$ cat src/rtl/lc3b_mem_arbiter.sv
// lc3b_mem_arbiter: shares one physical memory port between the LC-3b
// instruction fetch side (I, read only) and the data side (D, read/write).
// One transaction is outstanding at a time. Simultaneous requests are granted
// round-robin. The downstream port is driven only from latched copies of the
// granted request. The completion is returned as a registered one-cycle pulse.
//
// state   | meaning
// --------+--------------------------------------------------------------
// IDLE    | nothing granted; arbitrate between pending requests
// SERVE_I | downstream port carries the latched I fetch; wait for pmem_resp
// SERVE_D | downstream port carries the latched D access; wait for pmem_resp
// RESP_I  | one-cycle i_resp pulse; always returns to IDLE
// RESP_D  | one-cycle d_resp pulse; always returns to IDLE
module lc3b_mem_arbiter #(
    parameter int ADDR_WIDTH = 16,
    parameter int DATA_WIDTH = 16,
    parameter int BE_WIDTH   = DATA_WIDTH / 8
) (
    input  logic                  clk,
    input  logic                  rst,

    input  logic                  i_read,
    input  logic [ADDR_WIDTH-1:0] i_address,
    output logic [DATA_WIDTH-1:0] i_rdata,
    output logic                  i_resp,

    input  logic                  d_read,
    input  logic                  d_write,
    input  logic [ADDR_WIDTH-1:0] d_address,
    input  logic [DATA_WIDTH-1:0] d_wdata,
    input  logic [BE_WIDTH-1:0]   d_byte_enable,
    output logic [DATA_WIDTH-1:0] d_rdata,
    output logic                  d_resp,

    output logic                  pmem_read,
    output logic                  pmem_write,
    output logic [ADDR_WIDTH-1:0] pmem_address,
    output logic [DATA_WIDTH-1:0] pmem_wdata,
    output logic [BE_WIDTH-1:0]   pmem_byte_enable,
    input  logic [DATA_WIDTH-1:0] pmem_rdata,
    input  logic                  pmem_resp,

    output logic                  busy
);

    typedef enum logic [2:0] {
        IDLE    = 3'd0,
        SERVE_I = 3'd1,
        SERVE_D = 3'd2,
        RESP_I  = 3'd3,
        RESP_D  = 3'd4
    } state_t;

    state_t                state;
    state_t                state_next;

    // last_grant_d = 1 means D owned the previous grant, so I wins the next tie.
    logic                  last_grant_d;

    logic [ADDR_WIDTH-1:0] lat_addr;
    logic                  lat_write;
    logic [DATA_WIDTH-1:0] lat_wdata;
    logic [BE_WIDTH-1:0]   lat_be;

    logic                  d_req;
    logic                  grant_i;
    logic                  grant_d;
    logic                  serving;
    logic                  capture_i;
    logic                  capture_d;

    assign d_req = d_read | d_write;

    // Next-state selection and round-robin grant decision.
    always_comb begin
        state_next = state;
        grant_i    = 1'b0;
        grant_d    = 1'b0;
        case (state)
            IDLE: begin
                if (d_req && i_read) begin
                    if (last_grant_d) begin
                        grant_i = 1'b1;
                    end else begin
                        grant_d = 1'b1;
                    end
                end else if (d_req) begin
                    grant_d = 1'b1;
                end else if (i_read) begin
                    grant_i = 1'b1;
                end
                if (grant_d) begin
                    state_next = SERVE_D;
                end else if (grant_i) begin
                    state_next = SERVE_I;
                end
            end
            SERVE_I: begin
                if (pmem_resp) begin
                    state_next = RESP_I;
                end
            end
            SERVE_D: begin
                if (pmem_resp) begin
                    state_next = RESP_D;
                end
            end
            RESP_I:  state_next = IDLE;
            RESP_D:  state_next = IDLE;
            default: state_next = IDLE;
        endcase
    end

    // Read data is captured only when the serving side completes a read.
    always_comb begin
        capture_i = 1'b0;
        capture_d = 1'b0;
        if (pmem_resp) begin
            capture_i = (state == SERVE_I);
            capture_d = (state == SERVE_D) && !lat_write;
        end
    end

    // State register and arbitration history.
    always_ff @(posedge clk) begin
        if (rst) begin
            state        <= IDLE;
            last_grant_d <= 1'b0;
        end else begin
            state <= state_next;
            if (grant_d) begin
                last_grant_d <= 1'b1;
            end else if (grant_i) begin
                last_grant_d <= 1'b0;
            end
        end
    end

    // Latch the granted request; a write wins when D raises both strobes.
    always_ff @(posedge clk) begin
        if (rst) begin
            lat_addr  <= '0;
            lat_write <= 1'b0;
            lat_wdata <= '0;
            lat_be    <= '0;
        end else if (grant_d) begin
            lat_addr  <= d_address;
            lat_write <= d_write;
            lat_wdata <= d_wdata;
            lat_be    <= d_byte_enable;
        end else if (grant_i) begin
            lat_addr  <= i_address;
            lat_write <= 1'b0;
            lat_wdata <= '0;
            lat_be    <= '1;
        end
    end

    // Independent read-data registers, one per requester.
    always_ff @(posedge clk) begin
        if (rst) begin
            i_rdata <= '0;
            d_rdata <= '0;
        end else begin
            if (capture_i) begin
                i_rdata <= pmem_rdata;
            end
            if (capture_d) begin
                d_rdata <= pmem_rdata;
            end
        end
    end

    // Downstream port and completion pulses derive only from registered state.
    always_comb begin
        serving          = (state == SERVE_I) || (state == SERVE_D);
        pmem_read        = serving && !lat_write;
        pmem_write       = serving && lat_write;
        pmem_address     = lat_addr;
        pmem_wdata       = lat_wdata;
        pmem_byte_enable = lat_be;
        i_resp           = (state == RESP_I);
        d_resp           = (state == RESP_D);
        busy             = (state != IDLE);
    end

endmodule

$ cat config.mk
export PLATFORM = sky130hd
export DESIGN_NAME = lc3b_mem_arbiter
export DESIGN_NICKNAME = d
export VERILOG_FILES = /design/src/rtl/lc3b_mem_arbiter.sv
export SDC_FILE = /design/constraint.sdc
export NUM_CORES = 1
export LEC_CHECK = 0
export ABC_AREA = 0
export CAP_MARGIN = 5
export CORE_MARGIN = 2
export CORE_UTILIZATION = 41
export DETAILED_ROUTE_END_ITERATION = 10
export GPL_TIMING_DRIVEN = 0
export PLACE_DENSITY_LB_ADDON = 0.12
export SETUP_SLACK_MARGIN = 0.2
export SYNTH_ARGS = -nofsm -noshare
export SYNTH_HDL_FRONTEND = slang
export SYNTH_SLANG_ARGS = --single-unit
$ cat constraint.sdc
create_clock -name clk -period 2.2 [get_ports clk]
set_clock_uncertainty 0.2 [all_clocks]
set_input_delay 0.44 -clock clk [delete_from_list [all_inputs] [get_ports clk]]
set_output_delay 0.44 -clock clk [all_outputs]
set_load 0.01 [all_outputs]
==> qor.yml <==
yosysWarnings: 0
port_buffers: 141
worst_slew_pin_slew_ps: 720
die_y_um: 89.0
syn_inst: 323
synth_top_area_share_pct: 48.0
max_slew_margin_pct: 52.0
p_comb_share_pct: 28.2
placedCellCount: 560
arrival_ps: 1320
viasPerCell: 5.00
syn_to_final_growth_pct: 60.2
hold_slack_ps: 253
synth_edf_count: 0
power_frac_seq_pct: 40.0
pin_count: 143
stdcell_count: 579
drive_gt1_share_pct: 17.6
ys_seq_area_share_pct: 48.0
rows: 30
hold_class: "flip-flop to flip-flop"
drc: 0
setup_viol: 0
wl_per_cell_um: 14.2
grtUsageTotal_pct: 21.1
nNetsFinal: 549
met2_usage_pct: 36.7
tritoncts: "done"
cts_buffer_depth: 2
crit_type: "flip-flop to output pin"
synthTopCellsByCount: "nand2_1, dfxtp_1, a21oi_1"
clkLatencyLatePin_ps: 330
root_buffer: "clkbuf_8"
p_switching_uw: 1030
cts_buffers: 9
wl_um: 8220
drtIter0Drc: 112
ys_async_sr_fraction_pct: 0
postCtsHoldBufs: 0
post-route-period-util_pct: 89.1
path_max_fanout: 9
max-vdd-ir-drop_uv: 370
drtPass1Iterations: 4
fmaxAchievable_ghz: 0.510
grt_max_degree: 13
synth.most_common_cell: "nand2_1"
synth-seq-cells: 71
netSwitchingFraction_pct: 28.4
syn_avg_cell_area_um2: 9.17
vias: 2897
synth-main-ff-cell: "dfxtp_1"
ant_nets: 0
grt_pass1_wl_um: 13000
synth.cell_area_um2: 2960
startpoint_type: "flip-flop"
htreeDepth: 3
met1_usage_pct: 24.5
synth_nets: 395
grt_pass1_vias: 2843
final_max_slew_viol_count: 0
antenna_found_initial: 1
synth_top_cell_by_area: "dfxtp_1"
busiest_layer: "met2"
maxCapViolCount: 0
power.density_nw_per_um2: 766
cts_sinks: 71
hpwl_um: 6170
rsz0062_at_grt: "yes"
pwr-share-clk_pct: 31.8
cp-end-kind: "output pin"
gp_congestion: 0.786
dieArea_um2: 7920
synth.distinct_cells: 36
crit_required_ps: 1560
grt.overflow.total: 0
die_x_um: 89.0
hold_violations: 0
synth_area_leaders: "dfxtp_1, nand2_1, o221ai_2"
p_int_uw: 2600
postLayoutCoreUtil_pct: 68.7
path_clk_slew_ps: 70
grt_use_met3_pct: 6.28
period_minus_slack_ps: 1960
status: "complete, no violations"
p_leak_uw: 0.00167
start_util_pct: 42.9
core_um2: 6910
critical path: stages, from the launching register on:
cell,delay [ps]
dfxtp_1,300
buf_4,160
xnor2_1,140
nor3b_1,210
clkbuf_2,180
layout make-up:
type	instances	area [um2]
diodes	1	2.50
flip-flops and latches	71	1420
well taps	96	120
clock buffers	11	141
plain buffers	28	219
clock inverters	5	81.3
multi-input cells	223	1340
repair buffers	143	1410
inverters	1	3.75
fillers	597	2160
layer usage:
metal	vias to the layer above	share of wire (%)
li1	1420	-
met1	1361	42
met2	101	49
met3	15	7.0
met4	0	1.9
met5	-	0
power by group through the flow:
stage	sequential [uW]	combinational [uW]	clock (uW)
2_1_floorplan	1520	512	0
3_3_place_gp	1480	1010	0
3_5_place_dp	1480	1020	0
4_1_cts	1460	1030	1170
5_1_grt	1470	1100	1240
6_report	1460	1020	1160
repair_timing:
action / in CTS / in global routing
setup buffers: 1 / 1
endpoints found under the hold margin: 0 / 0
endpoints found under the setup margin: 16 / 35
pin swaps: 1 / 0
gates resized for setup: 16 / 10
layout by cell type (no fill, tap or decap), types with 4 or more instances in the layout:
cell type and instances:
clkdlybuf4s50_1 133, nand2_1 94, dfxtp_1 71, a21oi_1 47
o221ai_2 16, a21oi_2 16, nand3_1 12, clkbuf_1 10
clkbuf_8 10, buf_2 9, nor2_1 8, buf_6 4
buf_4 4, a22oi_1 4
flip-flops by register name, indices dropped and copies added (netlist names):
signal            count
lat_write             1
pmem_wdata           16
last_grant_d          1
state                 3
i_rdata              16
pmem_byte_enable      2
d_rdata              16
pmem_address         16
worst paths after layout:
check	start	end	slack (ps)	cells after the start
max	state[1]	pmem_write	240	4
min	pmem_wdata[8]	pmem_wdata[8]	250	2
max reg2reg	state[0]	d_rdata[5]	340	6
min reg2reg	pmem_wdata[8]	pmem_wdata[8]	250	2
stage by stage:
stage | instance area (um2) | power (uW) | TNS [ps] | setup WS [ps]
final | 4750 | 3640 | 0 | 240
after global routing | 4750 | 3810 | 0 | 153
after CTS | 4740 | 3660 | 0 | 91.7
after detailed placement | 4490 | 2500 | -5590 | -184
after global placement | 4490 | 2490 | -5000 | -168
after floorplan | 2960 | 2040 | 0 | 463
kinds of logic after synthesis:
kind of cell           Yosys count  synth area share, %
buffers and inverters           29                 7.31
XOR/XNOR                         1                0.296
flip-flops                      71                 48.0
multiplexers                     1                0.380
AND/OR/NAND/NOR                133                 20.8
AO/OA/AOI/OAI                   88                 23.3
No activity file was read; power rests on OpenSTA's default activity.
